--- config.mk ---
export PLATFORM = sky130hd
export DESIGN_NAME = aes_round_seq
export DESIGN_NICKNAME = d
export VERILOG_FILES = /design/src/rtl/aes_round_seq.sv
export SDC_FILE = /design/constraint.sdc
export NUM_CORES = 1
export LEC_CHECK = 0
export ABC_AREA = 1
export BUFFER_PORTS_ARGS = -buffer_cell sky130_fd_sc_hd__buf_2
export CAP_MARGIN = 10
export CORE_AREA = 2 2 356 358
export CTS_BUF_LIST = sky130_fd_sc_hd__clkbuf_4
export DETAILED_ROUTE_END_ITERATION = 10
export DIE_AREA = 0 0 358 360
export GPL_ROUTABILITY_DRIVEN = 0
export HOLD_SLACK_MARGIN = 0.02
export PLACE_DENSITY = 0.4
export SYNTH_ARGS = -nofsm -noshare
export SYNTH_HDL_FRONTEND = slang
export SYNTH_SLANG_ARGS = --single-unit
--- constraint.sdc ---
create_clock -name clk -period 1.4 [get_ports clk]
set_input_delay 0.28 -clock clk [delete_from_list [all_inputs] [get_ports clk]]
set_output_delay 0.28 -clock clk [all_outputs]
set_load 0.02 [all_outputs]
--- src/rtl/aes_round_seq.sv ---
// rtl/aes_round_seq.sv - iterative AES-128 round sequencer driving a shared round datapath and key-expansion step
module aes_round_seq #(
  parameter int         NR    = 10,
  parameter logic [7:0] RCON0 = 8'h01
) (
  input  logic         clk,
  input  logic         rst_n,
  input  logic         in_valid,
  output logic         in_ready,
  input  logic [127:0] in_pt,
  input  logic [127:0] in_key,
  input  logic         abort,
  output logic         out_valid,
  input  logic         out_ready,
  output logic [127:0] out_ct,
  output logic [127:0] dp_state,
  output logic         dp_last,
  input  logic [127:0] dp_result,
  output logic [127:0] ks_key,
  output logic [7:0]   ks_rcon,
  input  logic [127:0] ks_next_key,
  output logic         busy,
  output logic [3:0]   round
);

  typedef enum logic [1:0] {IDLE, ROUND, DONE} fsm_t;

  localparam logic [3:0] LAST = 4'(NR);

  fsm_t         fsm;
  logic [127:0] state;
  logic [127:0] rkey;
  logic [7:0]   rcon;
  logic [7:0]   rcon_nx;

  function automatic logic [7:0] xtime(input logic [7:0] v);
    return {v[6:0], 1'b0} ^ (v[7] ? 8'h1b : 8'h00);
  endfunction

  assign rcon_nx  = xtime(rcon);
  assign out_ct   = state;
  assign dp_state = state;
  assign ks_key   = rkey;

  // ks_rcon and dp_last are registered copies that read zero outside ROUND
  always_ff @(posedge clk or negedge rst_n) begin
    if (!rst_n) begin
      fsm       <= IDLE;
      state     <= '0;
      rkey      <= '0;
      rcon      <= RCON0;
      round     <= '0;
      in_ready  <= 1'b1;
      out_valid <= 1'b0;
      busy      <= 1'b0;
      dp_last   <= 1'b0;
      ks_rcon   <= '0;
    end else begin
      case (fsm)
        IDLE: begin
          if (in_valid && in_ready) begin
            state    <= in_pt ^ in_key;
            rkey     <= in_key;
            rcon     <= RCON0;
            ks_rcon  <= RCON0;
            round    <= 4'd1;
            dp_last  <= (LAST == 4'd1);
            busy     <= 1'b1;
            in_ready <= 1'b0;
            fsm      <= ROUND;
          end
        end
        ROUND: begin
          if (abort) begin
            fsm      <= IDLE;
            round    <= '0;
            busy     <= 1'b0;
            dp_last  <= 1'b0;
            ks_rcon  <= '0;
            in_ready <= 1'b1;
          end else begin
            state <= dp_result ^ ks_next_key;
            rkey  <= ks_next_key;
            rcon  <= rcon_nx;
            if (round == LAST) begin
              round     <= '0;
              busy      <= 1'b0;
              dp_last   <= 1'b0;
              ks_rcon   <= '0;
              out_valid <= 1'b1;
              fsm       <= DONE;
            end else begin
              round   <= round + 4'd1;
              ks_rcon <= rcon_nx;
              dp_last <= (round + 4'd1 == LAST);
            end
          end
        end
        DONE: begin
          // abort takes priority: a block cancelled here is never delivered
          if (abort || out_ready) begin
            out_valid <= 1'b0;
            in_ready  <= 1'b1;
            fsm       <= IDLE;
          end
        end
        default: begin
          fsm       <= IDLE;
          round     <= '0;
          busy      <= 1'b0;
          dp_last   <= 1'b0;
          ks_rcon   <= '0;
          out_valid <= 1'b0;
          in_ready  <= 1'b1;
        end
      endcase
    end
  end

endmodule

==> flow_summary.toml, run 1 <==
[sta]
fin_crit_ns = 1.97
rsz0062_at_grt = "true"
fmax_mhz = 507
drv_slew = 0
finalSetupViolations = 682
finalWorstSetupSlack_ns = -0.573
hold_viol = 0
maxSlewHeadroom_pct = 72.5
period_share_pct = 141
finalClockSkew_ns = 0.0580
tightest_slew_ns = 0.410
whs_ns = 0.248

[job]
max_cap_viol_count = 0

[synthesis]
synth.ff_latch_count = 282
synth.top_cell.area_share_pct = 41.2
synth_area_leaders = "dfrtp_1, xnor2_1, nand2_1"
synth_cells = 2072
ys_seq_area_share_pct = 41.5
yosysUniqueCellTypes = 25
synth_top_area_cell = "dfrtp_1"
yosys_warnings = 0
syn-cell-area_um2 = 17000
syn_area_per_cell_um2 = 8.21
synthesis.nets = 2592

[floorplan]
die_w_um = 358
start_util_pct = 13.6
io_pins = 917
die_h_um = 360
fp-row-count = 130
die-area_um2 = 129000
core-area_um2 = 125000

[status]
status = "finished with violations"
violations = "setup timing"

[power_and_ir_drop]
power.density_nw_per_um2 = 2100
peakVddDrop_v = 0.00129
p_leak_uw = 0.0189

[layout]
layout_commonest_cell = "dlygate4sd3_1"
final_cell_mix = "dlygate4sd3_1, buf_2, nand2_1"
area_growth_pct = 139
drive_gt1_share_pct = 46.0
fin_area_um2 = 40700
layout.nets = 4518

[global_routing]
grt_max_degree = 62
grt_util_all_layers_pct = 16.1
grt-ovfl-total = 0
antenna_found_initial = 10
grt_pass1_vias = 23800
grt_pass1_wl_um = 154000

[critical_path]
cp-start-kind = "flop"
critical_path_peak_fanout = 2
cp.required_ns = 1.12
critPathKind = "flop to output pin"
reg2reg_depth = 9
cp-end-kind = "output pin"
cp.arrival_ns = 1.69

[clock_network]
tritoncts = "built"
clkTransAtPathRegs_ns = 0.07
clkLatencyLatePin_ns = 0.93
h-tree-depth = 3
cts.sinks = 282
ctsLongestPathBuffers = 3
numCtsBuffers = 95
cts.root.buffer_cell = "clkbuf_4"

[placed_design]
post-place-ws_ns = -0.369
place_hpwl_um = 69300
io_buffers = 916
dpl_cell_area_um2 = 23800

[route]
avgRoutedWirePerCell_um = 20.9
routed_via_density = 4.11
drt-pass1-iter-count = 6
vias = 23500
antenna_left = 0
drt_iter0_markers = 1712
route.detailed.drc = 0
routed_wl_um = 119000

[min_path]
holdPathStages = 4
min_path_type = "input port to flop"
==> cell usage after synthesis, drive strengths merged <==
| cell type | count |
|---|---|
| a21oi | 5 |
| buf | 188 |
| clkbuf | 86 |
| dfrtp | 280 |
| dfstp | 2 |
| ha | 3 |
| inv | 17 |
| nand2 | 546 |
| nand3 | 396 |
| nand4 | 1 |
| nor2 | 14 |
| o211ai | 128 |
| o21ai | 18 |
| o22ai | 1 |
| or2 | 128 |
| xnor2 | 259 |
==> flip-flops by register name, summed over array words and instances, names as in the netlist <==
signal and cells:
ks_rcon 8, in_ready 1, round 4, dp_last 1, rcon 8, fsm 2, out_valid 1, dp_state 128
ks_key 128, busy 1
==> routing by layer <==
| layer | part of all wire, % | up-vias | GRT usage, % |
|---|---|---|---|
| met5 | 0.018 | - | 0 |
| met4 | 4.3 | 4 | 6.55 |
| met3 | 7.0 | 319 | 4.25 |
| met2 | 49 | 1076 | 27.2 |
| met1 | 40 | 11400 | 19.3 |
| li1 | - | 10700 | - |
==> critical path, stage by stage, from the launching register on <==
cell and delay [ns]:
dfstp_2 0.55, buf_6 0.10, buf_6 0.11
==> layout make-up <==
class / count / area [um^2]
clock buffer: 132 / 991
fill: 12500 / 84200
multi-input combinational: 1500 / 9530
sequential: 282 / 7150
timing repair buffer: 2102 / 20700
tap: 1650 / 2060
clock inverter: 26 / 139
inverter: 17 / 71.3
antenna: 12 / 30.0
==> where the power goes <==
| part | leakage, uW | internal (uW) | switching, uW | total, uW |
|---|---|---|---|---|
| Sequential | 0.00336 | 12400 | 4920 | 17300 |
| Combinational | 0.0148 | 30400 | 28800 | 59200 |
| Clock | 0.000665 | 4470 | 4350 | 8830 |
==> through the flow <==
step	total power, uW	util [%]	TNS [ns]	cells
floorplan	36400	-	-1.90	2072
global placement	50500	19.1	-62.27	4542
detailed placement	50300	19.1	-65.29	4542
CTS	76600	29.8	-320.77	5577
global route	90000	32.6	-331.23	5717
finish	85400	32.6	-226.85	5721
==> final timing paths <==
kind,from,end,slack [ns]
max,in_ready$_DFFE_PN1P_,in_ready,-0.57
min,in_key[102],ks_key[102]$_DFFE_PN0P_,0.25
max reg2reg,fsm[0]$_DFFE_PN0P_,ks_key[96]$_DFFE_PN0P_,-0.43
min reg2reg,rcon[0]$_DFFE_PN1P_,rcon[0]$_DFFE_PN1P_,0.52
max in group asynchronous,rst_n,dp_state[37]$_DFFE_PN0P_,0.24
min in group asynchronous,rst_n,ks_key[99]$_DFFE_PN0P_,0.46
==> what timing repair did <==
action                                  CTS  global route
endpoints found under the setup margin  678           681
gates resized for setup                 956           446
hold endpoints to repair                561             0
hold buffers                            750             0
setup buffers                            99            98
pin swaps                                40           222
cloned                                   29            55
==> kinds of logic (layout without fill, tap and decap cells) <==
| group | after synthesis | after routing | share of synthesized area (%) |
|---|---|---|---|
| other cells | 0 | 12 | 0 |
| compound gates | 152 | 152 | 6.36 |
| simple gates | 1085 | 1086 | 28.9 |
| fa+ha+maj | 3 | 3 | 0.221 |
| flops | 282 | 282 | 41.5 |
| xor+xnor | 259 | 259 | 13.3 |
| buf+inv | 291 | 2277 | 9.69 |
No activity file was read; power rests on OpenSTA's default activity.
==> run 2, diff against run 1 <==
Settings changed: CORE_AREA 2 2 356 358 to 2 2 357 359, DIE_AREA 0 0 358 360 to 0 0 359 361, PLACE_DENSITY 0.4 to 0.39.
Clock period 1.4 ns to 2.3 ns, I/O delays scaled along.
==> run 2 against run 1 <==
Highest routed layer is now met4. The run now ends clean. Via count is 14% lower. First-iteration DRC count is 30% lower. Clock-buffer cell count is 7 lower. Die area is 0.56% higher. Global-route usage is 2.4 points lower. Worst setup slack better by 0.59 ns. Sequential share of layout area is 5.7 points higher. Utilization is 8.3 points lower. Non-clock buffer count is 482 lower.
==> flow_summary.toml, run 2 (synthesized netlist as in run 1, its figures left out) <==
[power_and_ir_drop]
p_int_uw = 17900
pwr-share-comb_pct = 59.2
power_switching_uw = 18100
p_sw_share_pct = 50.2
peakVddDrop_v = 0.000739
p_leak_uw = 0.0145
p_seq_share_pct = 26.5
p_clk_share_pct = 14.3
power.density_nw_per_um2 = 1180

[global_routing]
grt_util_all_layers_pct = 13.8
antenna_found_initial = 12
grt_pass1_wl_um = 135000
grt_pass1_vias = 21100
grt-ovfl-total = 0
grt_max_degree = 106

[sta]
hold_viol = 0
timing.setup.tns_ns = 0
finalWorstSetupSlack_ns = 0.0180
finalClockSkew_ns = 0.0500
rsz0062_at_grt = "true"
drv_slew = 0
fmax_mhz = 438
maxSlewHeadroom_pct = 44.9
tightest_slew_ns = 0.827
finalSetupViolations = 0
fin_crit_ns = 2.28
period_share_pct = 99.2

[route]
avgRoutedWirePerCell_um = 17.8
route.detailed.drc = 0
routed_via_density = 3.85
routed_wl_um = 93000
antenna_left = 0
drt-pass1-iter-count = 5
drt_iter0_markers = 1201
vias = 20100

[critical_path]
crit_end = "ks_key[96]$_DFFE_PN0P_"
worst_path_max_delay_cell = "dlygate4sd3_1"
cp.depth = 7
crit_buf_inv = 3
slowest_delay_ns = 0.55
r2r-end = "ks_key[96]$_DFFE_PN0P_"
cp.arrival_ns = 3.03
critical_path_peak_fanout = 105
rr_startpoint = "fsm[0]$_DFFE_PN0P_"
crit_chain = "inv_2, nor2_4, nand2_8, buf_16, nand3_1, nand2_1, dlygate4sd3_1"
startpoint = "fsm[0]$_DFFE_PN0P_"
cp.required_ns = 3.05
worst_path_dominant_cell_family = "buffers and inverters"
critPathKind = "flop to flop"
r2r_slack_ns = 0.02
cp-start-kind = "flop"
cp-end-kind = "flop"
reg2reg_depth = 7

[clock_network]
ctsLongestPathBuffers = 3
h-tree-depth = 3
cts.root.buffer_cell = "clkbuf_4"
clkTransAtPathRegs_ns = 0.08
cts.sinks = 282
tritoncts = "built"
numCtsBuffers = 93
clkLatencyLatePin_ns = 0.94

[placed_design]
io_buffers = 916
post-place-ws_ns = 0.274
place_inst = 4448
place_hpwl_um = 66500

[layout]
fin_util_pct = 24.2
layout_commonest_cell = "buf_2"
n_fill_cell = 13800
regArea_um2 = 7070
instances_no_fill = 5232
final_cell_mix = "buf_2, dlygate4sd3_1, nand2_1"
layout.nets = 4035
drive_gt1_share_pct = 35.3
area_growth_pct = 78.7
multiInputGateArea_um2 = 8370

[status]
status = "finished clean"

[floorplan]
die_h_um = 361
core-area_um2 = 125000
die-area_um2 = 130000
die_w_um = 359
start_util_pct = 13.6
io_pins = 917
fp-row-count = 130

[job]
max_cap_viol_count = 0

[min_path]
min_path_type = "input port to asynchronous set/reset pin"
==> run 2: cell types whose count changed in the layout (fill, tap and decap cells not counted), moves of 64 or more <==
cell / delta
buf_2: +395
dlygate4sd3_1: -140
nand3_2: -95
nand2_1: +64
nand3_1: +117
buf_6: -448
dfrtp_1: +68
dfrtp_2: -68
buf_4: -126
==> run 2: metal layers <==
layer | routed length [um] | vias up | GRT usage, %
met2 | 43600 | 737 | 22.6
met4 | 3510 | 0 | 5.87
met3 | 6180 | 181 | 4.08
met1 | 39700 | 9566 | 16.6
met5 | 0 | - | 0
li1 | - | 9643 | -
==> run 2: worst min-delay path by stage <==
stage | end | slack (ns) | depth (start not counted)
floorplan | busy$_DFFE_PN0P_ | 0.16 | 0
global route | ks_key[31]$_DFFE_PN0P_ | 0.13 | 3
detailed placement | ks_rcon[5]$_DFFE_PN0P_ | 0.48 | 2
finish | ks_key[31]$_DFFE_PN0P_ | 0.33 | 3
CTS | ks_key[69]$_DFFE_PN0P_ | 0.1 | 4
global placement | ks_rcon[6]$_DFFE_PN0P_ | 0.47 | 2
==> run 2: worst min-delay path: stages <==
cell and delay (ns):
dlygate4sd3_1 0.56, buf_8 0.31, buf_12 0.22
==> run 2: cell type report <==
| type | count | area share, % |
|---|---|---|
| clock inverters | 19 | 0.354 |
| clock buffers | 125 | 3.09 |
| well taps | 1650 | 6.79 |
| multi-input cells | 1501 | 27.5 |
| repair buffers | 1620 | 38.6 |
| inverters | 17 | 0.210 |
| flip-flops and latches | 282 | 23.2 |
| diodes | 18 | 0.148 |
==> run 2: power by group through the flow <==
stage | clock, uW | sequential (uW) | combinational (uW)
global route | 5740 | 9880 | 23200
detailed placement | 0 | 9600 | 19800
CTS | 5480 | 9600 | 21300
global placement | 0 | 9660 | 19800
floorplan | 0 | 11800 | 10200
finish | 5130 | 9540 | 21300
==> run 2: metrics by stage <==
step	hold WS, ns	power [uW]	cell area (um^2)
after global placement	0.466	29500	23000
final	0.325	36000	30400
after detailed placement	0.477	29400	23000
after global routing	0.128	38800	30400
after CTS	0.0984	36400	30200
after floorplan	0.164	22000	17000
==> run 2: repair_timing <==
| item | in CTS | in global routing |
|---|---|---|
| endpoints found under the setup margin | 11 | 49 |
| endpoints found under the hold margin | 552 | 0 |
| cloned | 0 | 2 |
| gates resized for setup | 8 | 10 |
| buffers inserted | 1 | 9 |
| hold buffers | 610 | 0 |
| pin swaps | 0 | 2 |
==> run 3, diff against run 2 <==
Settings changed: SETUP_SLACK_MARGIN from default to 0.5.
==> run 3 against run 2 <==
Largest cell class unchanged. Utilization rose by 3.3 points. Via count up 4.9%. Routed wire length up 11%. Combinational power rose by 33%. Fmax increased by 12%. Global-route usage grew 0.38 points. First-iteration DRC count up 9.4%. Non-clock buffer count increased by 124. Clock-buffer cell count unchanged. Worst hold slack gained 0.0053 ns. Critical path type is now flop to output pin.
==> flow_summary.toml, run 3 (synthesized netlist as in run 1, its figures left out) <==
[sta]
fmax_mhz = 490
finalSetupViolations = 0
rsz0062_at_grt = "true"
drv_slew = 0
maxSlewHeadroom_pct = 47.7
fin_crit_ns = 2.04
timing.setup.tns_ns = 0
hold_viol = 0
period_share_pct = 88.8
tightest_slew_ns = 0.785
finalClockSkew_ns = 0.0424

[route]
routed_wl_um = 104000
top_layer_used = "met4"
routed_via_density = 3.95
dr_wl_met3_um = 6760
antenna_left = 0
drt-pass1-iter-count = 5
wl_met2_um = 49700
vias = 21100
met1Wirelength_um = 43300
route.detailed.drc = 0
drt_iter0_markers = 1314
avgRoutedWirePerCell_um = 19.4

[power_and_ir_drop]
peakVddDrop_v = 0.000881
p_leak_uw = 0.0161
p_total_uw = 44000
power.density_nw_per_um2 = 1270

[placed_design]
place_hpwl_um = 66500
io_buffers = 916
place_inst = 4448

[floorplan]
start_util_pct = 13.6
io_pins = 917
die_h_um = 361
core-area_um2 = 125000
die_w_um = 359
fp-row-count = 130
die-area_um2 = 130000

[layout]
regArea_um2 = 7150
drive_gt1_share_pct = 40.1
area_growth_pct = 103
layout.nets = 4160
n_fill_cell = 13200
final_cell_mix = "dlygate4sd3_1, nand2_1, buf_2"
layout_commonest_cell = "dlygate4sd3_1"
multiInputGateArea_um2 = 8520
instances_no_fill = 5351

[critical_path]
cp-end-kind = "output pin"
critical_path_peak_fanout = 2
critPathKind = "flop to output pin"
cp-start-kind = "flop"
cp.arrival_ns = 1.58
crit_buf_inv = 1
worst_path_max_delay_cell = "dfstp_2"
worst_path_dominant_cell_family = "flip-flops"
crit_chain = "buf_6"
cp.required_ns = 1.84
slowest_delay_ns = 0.55

[global_routing]
grt_util_all_layers_pct = 14.1
grt_max_degree = 106
grt-ovfl-total = 0
grt_pass1_wl_um = 139000
grt_pass1_vias = 21800
antenna_found_initial = 8

[clock_network]
clkTransAtPathRegs_ns = 0.08
h-tree-depth = 3
clkLatencyLatePin_ns = 0.94
ctsLongestPathBuffers = 3
numCtsBuffers = 93
cts.root.buffer_cell = "clkbuf_4"
cts.sinks = 282
tritoncts = "built"

[job]
max_cap_viol_count = 0

[status]
status = "finished clean"

[min_path]
min_path_type = "input port to asynchronous set/reset pin"
## run 3: final cells by class
cell class	instances	share of cell area (%)
antenna	12	0.0868
clock buffer	125	2.71
clock inverter	19	0.311
inverter	17	0.206
multi-input combinational	1502	24.6
sequential	282	20.7
tap	1650	5.97
timing repair buffer	1744	45.4
## run 3: repair_timing
action,4_1_cts,5_1_grt
endpoints found under the hold margin,552,0
pin swaps,0,24
setup endpoints to repair,606,655
buffers inserted,52,64
gates resized for setup,764,190
hold buffers,607,0
gates cloned,0,24
## run 3: per-layer routing
| layer | vias up | global-route usage (%) |
|---|---|---|
| li1 | 9892 | - |
| met1 | 10100 | 17.0 |
| met2 | 921 | 23.4 |
| met3 | 206 | 4.15 |
| met4 | 0 | 6.01 |
| met5 | - | 0 |
## run 3: final timing paths
path | from | end | slack (ns) | cells past startpoint
worst min register to register | rcon[5]$_DFFE_PN0P_ | rcon[6]$_DFFE_PN0P_ | 0.51 | 2
worst max-delay path | in_ready$_DFFE_PN1P_ | in_ready | 0.26 | 1
max in group asynchronous | rst_n | dp_state[96]$_DFFE_PN0P_ | 1.58 | 3
worst min-delay path | rst_n | dp_state[39]$_DFFE_PN0P_ | 0.33 | 3
min in group clk | in_key[31] | ks_key[31]$_DFFE_PN0P_ | 0.34 | 4
worst max register to register | fsm[0]$_DFFE_PN0P_ | ks_key[10]$_DFFE_PN0P_ | 0.48 | 7
## run 3: worst register-to-register path: stages (launching register included)
cell and delay, ns:
dfrtp_2 0.43, buf_8 0.15, nor2_4 0.12, nand3_4 0.17
buf_8 0.22, buf_16 0.20, nand3_1 0.34, nand2_1 0.08
## run 3: stage by stage
| stage | setup WS [ns] | hold WS, ns | utilization, % | instance area [um^2] |
|---|---|---|---|---|
| 3_5_place_dp | 0.274 | 0.477 | 18.4 | 23000 |
| 5_1_grt | 0.0301 | 0.133 | 27.6 | 34600 |
| 3_3_place_gp | 0.279 | 0.466 | 18.4 | 23000 |
| 4_1_cts | 0.0442 | 0.0984 | 26.2 | 32900 |
| 6_report | 0.258 | 0.331 | 27.6 | 34600 |
| 2_1_floorplan | 0.787 | 0.164 | - | 17000 |
## run 3: power by group
group / internal [uW] / switching [uW] / total (uW)
registers: 7560 / 2890 / 10400
logic: 13500 / 14800 / 28300
clock network: 2570 / 2590 / 5170
